**config.mk**
```make
export PLATFORM = sky130hd
export DESIGN_NAME = uart_rx_cfg_flat
export DESIGN_NICKNAME = d
export VERILOG_FILES = /design/src/rtl/uart_pkg.sv /design/src/rtl/uart_rx_cfg_if.sv /design/src/rtl/uart_rx_line_filter.sv /design/src/rtl/uart_rx_cfg.sv /design/src/flat_wrapper.sv
export SDC_FILE = /design/constraint.sdc
export NUM_CORES = 1
export LEC_CHECK = 0
export ABC_CLOCK_PERIOD_IN_PS = 5250
export CORE_MARGIN = 10
export CORE_UTILIZATION = 59
export DETAILED_ROUTE_END_ITERATION = 12
export PLACE_DENSITY = 0.93
export SLEW_MARGIN = 20
export SYNTH_ARGS = -nofsm -noshare
export SYNTH_HDL_FRONTEND = slang
export SYNTH_SLANG_ARGS = --single-unit
```
**constraint.sdc**
```tcl
create_clock -name i_Clock -period 5.25 [get_ports i_Clock]
set_clock_uncertainty 0.15 [all_clocks]
set_input_delay 1.575 -clock i_Clock [delete_from_list [all_inputs] [get_ports i_Clock]]
set_output_delay 1.575 -clock i_Clock [all_outputs]
set_load 0.02 [all_outputs]
```
**src/rtl/uart_pkg.sv**
```systemverilog
// uart_pkg: shared state encoding, configuration codes and helpers for the UART receiver
package uart_pkg;
    localparam int MIN_DIV = 4;
    localparam logic [2:0] ST_IDLE       = 3'd0;
    localparam logic [2:0] ST_START      = 3'd1;
    localparam logic [2:0] ST_DATA       = 3'd2;
    localparam logic [2:0] ST_PARITY     = 3'd3;
    localparam logic [2:0] ST_STOP       = 3'd4;
    localparam logic [2:0] ST_BREAK_WAIT = 3'd5;
    localparam logic [1:0] PARITY_NONE = 2'd0;
    localparam logic [1:0] PARITY_EVEN = 2'd1;
    localparam logic [1:0] PARITY_ODD  = 2'd2;
    localparam logic [1:0] PARITY_MARK = 2'd3;
    localparam logic [1:0] DATA_BITS_5 = 2'd0;
    localparam logic [1:0] DATA_BITS_6 = 2'd1;
    localparam logic [1:0] DATA_BITS_7 = 2'd2;
    localparam logic [1:0] DATA_BITS_8 = 2'd3;
    function automatic logic maj3(input logic a, input logic b, input logic c);
        return (a & b) | (a & c) | (b & c);
    endfunction
endpackage

```
**src/rtl/uart_rx_cfg_if.sv**
```systemverilog
// uart_rx_cfg_if: configuration, serial input and received-character status of the receiver
interface uart_rx_cfg_if #(
    parameter int DIV_W = 16
);
    logic             i_Enable;
    logic [DIV_W-1:0] i_Clks_Per_Bit;
    logic [1:0]       i_Data_Bits;
    logic [1:0]       i_Parity_Mode;
    logic             i_RX_Serial;
    logic             o_RX_DV;
    logic [7:0]       o_RX_Byte;
    logic             o_Parity_Err;
    logic             o_Framing_Err;
    logic             o_Break;
    logic             o_Busy;
    modport slave (
        input  i_Enable, i_Clks_Per_Bit, i_Data_Bits, i_Parity_Mode, i_RX_Serial,
        output o_RX_DV, o_RX_Byte, o_Parity_Err, o_Framing_Err, o_Break, o_Busy
    );
    modport master (
        output i_Enable, i_Clks_Per_Bit, i_Data_Bits, i_Parity_Mode, i_RX_Serial,
        input  o_RX_DV, o_RX_Byte, o_Parity_Err, o_Framing_Err, o_Break, o_Busy
    );
endinterface

```
**src/rtl/uart_rx_line_filter.sv**
```systemverilog
// uart_rx_line_filter: 2-FF synchroniser plus registered 3-tap majority filter, idles high
module uart_rx_line_filter (
    input  logic i_Clock,
    input  logic i_Rst,
    input  logic i_Serial,
    output logic o_Filtered
);
    import uart_pkg::*;
    logic [1:0] sync_q;
    logic [1:0] tap_q;
    logic       filt_q;
    // taps are the synchroniser output plus two delayed copies, so one-clock glitches lose the vote
    always_ff @(posedge i_Clock or posedge i_Rst) begin
        if (i_Rst) begin
            sync_q <= '1;
            tap_q  <= '1;
            filt_q <= 1'b1;
        end else begin
            sync_q <= {sync_q[0], i_Serial};
            tap_q  <= {tap_q[0], sync_q[1]};
            filt_q <= maj3(sync_q[1], tap_q[0], tap_q[1]);
        end
    end
    assign o_Filtered = filt_q;
endmodule

```
**src/rtl/uart_rx_cfg.sv**
```systemverilog
// uart_rx_cfg: runtime-configurable UART receiver with parity, framing and break status
module uart_rx_cfg #(
    parameter int DIV_W   = 16,
    parameter int MIN_DIV = 4
) (
    input logic          i_Clock,
    input logic          i_Rst,
    uart_rx_cfg_if.slave rx
);
    import uart_pkg::*;
    logic             filt;
    logic [2:0]       state_q, state_d;
    logic [DIV_W-1:0] cnt_q, cnt_d, div_q, div_d, div_in;
    logic [1:0]       nb_q, nb_d, pm_q, pm_d;
    logic [2:0]       idx_q, idx_d;
    logic [7:0]       sh_q, sh_d, byte_q, byte_d;
    logic             par_q, par_d, pbit_q, pbit_d, pe_q, pe_d;
    logic             dv_q, dv_d, perr_q, perr_d, ferr_q, ferr_d, brk_q, brk_d;
    logic             bit_end, half, last_bit, brk;
    uart_rx_line_filter u_filt (
        .i_Clock    (i_Clock),
        .i_Rst      (i_Rst),
        .i_Serial   (rx.i_RX_Serial),
        .o_Filtered (filt)
    );
    assign div_in   = (rx.i_Clks_Per_Bit < DIV_W'(MIN_DIV)) ? DIV_W'(MIN_DIV) : rx.i_Clks_Per_Bit;
    assign bit_end  = cnt_q == div_q - DIV_W'(1);
    assign half     = cnt_q == ((div_q - DIV_W'(1)) >> 1);
    assign last_bit = idx_q == {1'b1, nb_q};
    // break: every bit of the frame, including any parity bit, read as 0
    assign brk      = (sh_q == '0) && !(pm_q != PARITY_NONE && pbit_q) && !filt;
    always_ff @(posedge i_Clock or posedge i_Rst) begin
        if (i_Rst) state_q <= ST_IDLE;
        else state_q <= state_d;
    end
    always_comb begin
        state_d = state_q;
        if (!rx.i_Enable) state_d = ST_IDLE;
        else begin
            case (state_q)
                ST_IDLE:       state_d = filt ? ST_IDLE : ST_START;
                ST_START:      state_d = !half ? ST_START : (filt ? ST_IDLE : ST_DATA);
                ST_DATA:       state_d = !(bit_end && last_bit) ? ST_DATA : (pm_q == PARITY_NONE ? ST_STOP : ST_PARITY);
                ST_PARITY:     state_d = bit_end ? ST_STOP : ST_PARITY;
                ST_STOP:       state_d = !bit_end ? ST_STOP : (brk ? ST_BREAK_WAIT : ST_IDLE);
                ST_BREAK_WAIT: state_d = filt ? ST_IDLE : ST_BREAK_WAIT;
                default:       state_d = ST_IDLE;
            endcase
        end
    end
    always_comb begin
        cnt_d  = cnt_q + DIV_W'(1);
        div_d  = div_q;
        nb_d   = nb_q;
        pm_d   = pm_q;
        idx_d  = idx_q;
        sh_d   = sh_q;
        par_d  = par_q;
        pbit_d = pbit_q;
        pe_d   = pe_q;
        dv_d   = 1'b0;
        byte_d = byte_q;
        perr_d = perr_q;
        ferr_d = ferr_q;
        brk_d  = brk_q;
        if (rx.i_Enable) begin
            case (state_q)
                ST_IDLE: begin
                    cnt_d = '0;
                    if (!filt) begin
                        div_d  = div_in;
                        nb_d   = rx.i_Data_Bits;
                        pm_d   = rx.i_Parity_Mode;
                        idx_d  = '0;
                        sh_d   = '0;
                        par_d  = 1'b0;
                        pbit_d = 1'b0;
                        pe_d   = 1'b0;
                    end
                end
                ST_START: if (half) cnt_d = '0;
                ST_DATA: if (bit_end) begin
                    cnt_d       = '0;
                    sh_d[idx_q] = filt;
                    par_d       = par_q ^ filt;
                    idx_d       = idx_q + 3'd1;
                end
                ST_PARITY: if (bit_end) begin
                    cnt_d  = '0;
                    pbit_d = filt;
                    pe_d   = pm_q == PARITY_MARK ? !filt : ((par_q ^ filt) != (pm_q == PARITY_ODD));
                end
                ST_STOP: if (bit_end) begin
                    dv_d   = 1'b1;
                    byte_d = sh_q;
                    perr_d = pe_q;
                    ferr_d = !filt;
                    brk_d  = brk;
                end
                default: ;
            endcase
        end
    end
    always_ff @(posedge i_Clock or posedge i_Rst) begin
        if (i_Rst) begin
            cnt_q  <= '0;
            div_q  <= DIV_W'(MIN_DIV);
            nb_q   <= DATA_BITS_8;
            pm_q   <= PARITY_NONE;
            idx_q  <= '0;
            sh_q   <= '0;
            par_q  <= 1'b0;
            pbit_q <= 1'b0;
            pe_q   <= 1'b0;
            dv_q   <= 1'b0;
            byte_q <= '0;
            perr_q <= 1'b0;
            ferr_q <= 1'b0;
            brk_q  <= 1'b0;
        end else begin
            cnt_q  <= cnt_d;
            div_q  <= div_d;
            nb_q   <= nb_d;
            pm_q   <= pm_d;
            idx_q  <= idx_d;
            sh_q   <= sh_d;
            par_q  <= par_d;
            pbit_q <= pbit_d;
            pe_q   <= pe_d;
            dv_q   <= dv_d;
            byte_q <= byte_d;
            perr_q <= perr_d;
            ferr_q <= ferr_d;
            brk_q  <= brk_d;
        end
    end
    assign rx.o_RX_DV       = dv_q;
    assign rx.o_RX_Byte     = byte_q;
    assign rx.o_Parity_Err  = perr_q;
    assign rx.o_Framing_Err = ferr_q;
    assign rx.o_Break       = brk_q;
    assign rx.o_Busy        = state_q != ST_IDLE;
endmodule

```
**src/flat_wrapper.sv**
```systemverilog
// flat-port wrapper written by rule: the top's interface ports become plain ports
module uart_rx_cfg_flat import uart_pkg::*;
#(
    parameter int DIV_W   = 16,
    parameter int MIN_DIV = 4
)
  (i_Clock, i_Rst, rx_i_Enable, rx_i_Clks_Per_Bit, rx_i_Data_Bits, rx_i_Parity_Mode, rx_i_RX_Serial, rx_o_RX_DV, rx_o_RX_Byte, rx_o_Parity_Err, rx_o_Framing_Err, rx_o_Break, rx_o_Busy);
  uart_rx_cfg_if #(.DIV_W(DIV_W)) rx_i ();
  input logic i_Clock;
  input logic i_Rst;
  input wire logic [$bits(rx_i.i_Enable)-1:0] rx_i_Enable;
  input wire logic [$bits(rx_i.i_Clks_Per_Bit)-1:0] rx_i_Clks_Per_Bit;
  input wire logic [$bits(rx_i.i_Data_Bits)-1:0] rx_i_Data_Bits;
  input wire logic [$bits(rx_i.i_Parity_Mode)-1:0] rx_i_Parity_Mode;
  input wire logic [$bits(rx_i.i_RX_Serial)-1:0] rx_i_RX_Serial;
  output wire logic [$bits(rx_i.o_RX_DV)-1:0] rx_o_RX_DV;
  output wire logic [$bits(rx_i.o_RX_Byte)-1:0] rx_o_RX_Byte;
  output wire logic [$bits(rx_i.o_Parity_Err)-1:0] rx_o_Parity_Err;
  output wire logic [$bits(rx_i.o_Framing_Err)-1:0] rx_o_Framing_Err;
  output wire logic [$bits(rx_i.o_Break)-1:0] rx_o_Break;
  output wire logic [$bits(rx_i.o_Busy)-1:0] rx_o_Busy;
  assign rx_i.i_Enable = rx_i_Enable;
  assign rx_i.i_Clks_Per_Bit = rx_i_Clks_Per_Bit;
  assign rx_i.i_Data_Bits = rx_i_Data_Bits;
  assign rx_i.i_Parity_Mode = rx_i_Parity_Mode;
  assign rx_i.i_RX_Serial = rx_i_RX_Serial;
  assign rx_o_RX_DV = rx_i.o_RX_DV;
  assign rx_o_RX_Byte = rx_i.o_RX_Byte;
  assign rx_o_Parity_Err = rx_i.o_Parity_Err;
  assign rx_o_Framing_Err = rx_i.o_Framing_Err;
  assign rx_o_Break = rx_i.o_Break;
  assign rx_o_Busy = rx_i.o_Busy;
  uart_rx_cfg #(.DIV_W(DIV_W), .MIN_DIV(MIN_DIV)) u_core (.i_Clock(i_Clock), .i_Rst(i_Rst), .rx(rx_i));
endmodule
```
==> reports/metrics.yaml <==
synth_cell_types: 65
total_power_uw: 1650
dr_total_vias: 3924
slew_violations: 0
holdWs_ns: 0.208
syn_inst: 484
die_area_um2: 11800
cp_data_required_time_ns: 5.29
final.min_clock_period_ns: 4.13
drive_above_1_share_pct: 13.6
ys_seq_area_share_pct: 38.2
status: "completed"
synth_ff_type: "dfrtp_1"
wl_per_cell_um: 18.7
ant_nets: 0
diodes: 0
synth_area_um2: 4610
grt_antenna_before_repair: 0
die_y_um: 108
core_um2: 7650
crit_path_max_fanout: 16
area.growth.synth_to_final_pct: 11.4
hold_path_class: "register to register"
fmax_ghz: 0.242
num_rows: 32
synth_edf_count: 0
post_cts_buffers: 0
viasPerCell: 6.52
cts_resized: 0
routed_wl_um: 11200
cts_hold_buf: 0
power.density_nw_per_um2: 321
cts_made_buffers: 9
cts.sinks: 70
cap_violations: 0
first_pass_iters: 8
finalHoldViolations: 0
drt_iter0_drc: 717
finalCritPeriodShare_pct: 78.7
place_congestion: 1.00
synth_most_common_cell: "dfrtp_1"
fillCellCount: 559
root_buffer: "clkbuf_8"
pin_count: 37
cts.htree.levels: 3
synthDominantCellAreaShare_pct: 33.6
cp-end-kind: "register"
worst_pin_slew_ns: 0.992
overflow: 0
clock_latency_ns: 0.35
start_util_pct: 60.3
ys_ff_latch: 70
static-leakage-power_uw: 0.00205
setup_viol: 0
drcViolationCount: 0
synth_fp_nets: 511
ys_top_cells_by_count: "62 x dfrtp_1, 36 x nand2_1, 35 x xnor2_1, 29 x clkbuf_1, 25 x nor2_1"
grt_pass1_wl_um: 19100
dp_hpwl_um: 8160
yosysTopAreaCell: "dfrtp_1"
pre_cts_ws_ns: 1.09
async_flop_share_pct: 100
worstPathArrival_ns: 4.17
synth.avg_cell_area_um2: 9.53
clkTransAtPathRegs_ns: 0.08
tns_ns: 0
setup_slack_ns: 1.12
final_util_pct: 67.2
ir_drop_mv: 0.266
r2r_setup_slack_ns: 1.12
synth_warnings: 0
die_w_um: 108
track_usage_pct: 19.6
first_global_vias: 3884
grt_max_degree: 48
nNetsFinal: 522
synthTopCellsByArea: "dfrtp_1 34%, xnor2_1 6.6%, mux2_2 4.6%"
path_class: "register to register"
slew_headroom_pct: 33.2
port_buffers: 36
cts_tree: "yes"
clockBufferDepth: 2
rsz0062_at_grt: "no"
crit_path_start_kind: "register"
==> layout by cell type (no fill, tap or decap), types with 11 or more instances in the layout <==
cell type	Yosys	routed
nand2_1	36	35
clkdlybuf4s50_1	0	36
mux2_2	19	19
nor2_1	25	25
nor4_1	13	13
nand3_1	24	24
xnor2_1	35	35
a31oi_1	19	19
nor3_1	20	20
o21ai_0	15	15
dfrtp_1	62	62
inv_1	19	18
xor2_1	15	15
mux2i_1	11	11
==> routing by layer <==
metal	share of wire [%]	global-route usage (%)
met5	0	0
met2	46	30.6
met4	2.8	7.16
met3	6.9	3.03
met1	44	27.0
==> worst paths after layout <==
path	startpoint	to	cells after the start
max	u_core.div_q[0]	u_core.cnt_q[2]	9
min	u_core.u_filt.sync_q[0]	u_core.u_filt.sync_q[1]	0
max reg2reg	u_core.div_q[0]	u_core.cnt_q[2]	9
min reg2reg	u_core.u_filt.sync_q[0]	u_core.u_filt.sync_q[1]	0
max in group asynchronous	i_Rst	u_core.rx.o_Break	3
min in group asynchronous	i_Rst	u_core.rx.o_Parity_Err	2
==> through the flow <==
stage	instances	cell area [um^2]
3_3_place_gp	586	4950
6_report	602	5140
3_5_place_dp	586	4950
4_1_cts	602	5140
2_1_floorplan	484	4610
5_1_grt	602	5140
==> power breakdown <==
| group | switching [uW] | leakage [uW] | internal, uW |
|---|---|---|---|
| logic | 247 | 0.00106 | 231 |
| registers | 136 | 0.000904 | 605 |
| clock network | 211 | 0.0000923 | 219 |
| total | 593 | 0.00205 | 1050 |
==> registers in the layout, indices dropped and copies added (netlist names) <==
name / cells
u_core.cnt_q: 16
u_core.div_q: 16
u_core.idx_q: 3
u_core.nb_q: 2
u_core.par_q: 1
u_core.pbit_q: 1
u_core.pe_q: 1
u_core.pm_q: 2
u_core.rx.o_Break: 1
u_core.rx.o_Framing_Err: 1
u_core.rx.o_Parity_Err: 1
u_core.rx.o_RX_Byte: 8
u_core.rx.o_RX_DV: 1
u_core.sh_q: 8
u_core.state_q: 3
u_core.u_filt.o_Filtered: 1
u_core.u_filt.sync_q: 2
u_core.u_filt.tap_q: 2
==> kinds of logic (layout without fill, tap and decap cells) <==
family / Yosys count / count (layout) / share of synthesized area [%]
fa+ha+maj: 4 / 4 / 1.03
buf+inv: 58 / 74 / 5.40
mux: 39 / 39 / 9.95
simple gates: 177 / 177 / 21.5
flops: 70 / 70 / 38.2
compound gates: 83 / 83 / 13.0
xor+xnor: 53 / 53 / 11.0
==> critical path: stages (launching register included) <==
cell and delay [ns]:
dfrtp_1 0.49, inv_1 0.10, ha_1 0.23, or4b_1 0.52, nor3_1 0.35, xnor3_1 0.22, or3b_2 0.44, or4_1 0.60
o311ai_4 0.68, a31oi_1 0.19
==> cell type report <==
| type | instances | area (um^2) | share of cell area, % |
|---|---|---|---|
| multi-input combinational | 356 | 2610 | 50.7 |
| sequential | 70 | 1760 | 34.3 |
| timing repair buffer | 39 | 383 | 7.45 |
| clock buffer | 10 | 128 | 2.48 |
| tap | 102 | 128 | 2.48 |
| inverter | 19 | 71.3 | 1.39 |
| clock inverter | 6 | 63.8 | 1.24 |
(Power assumes the default switching activity.)
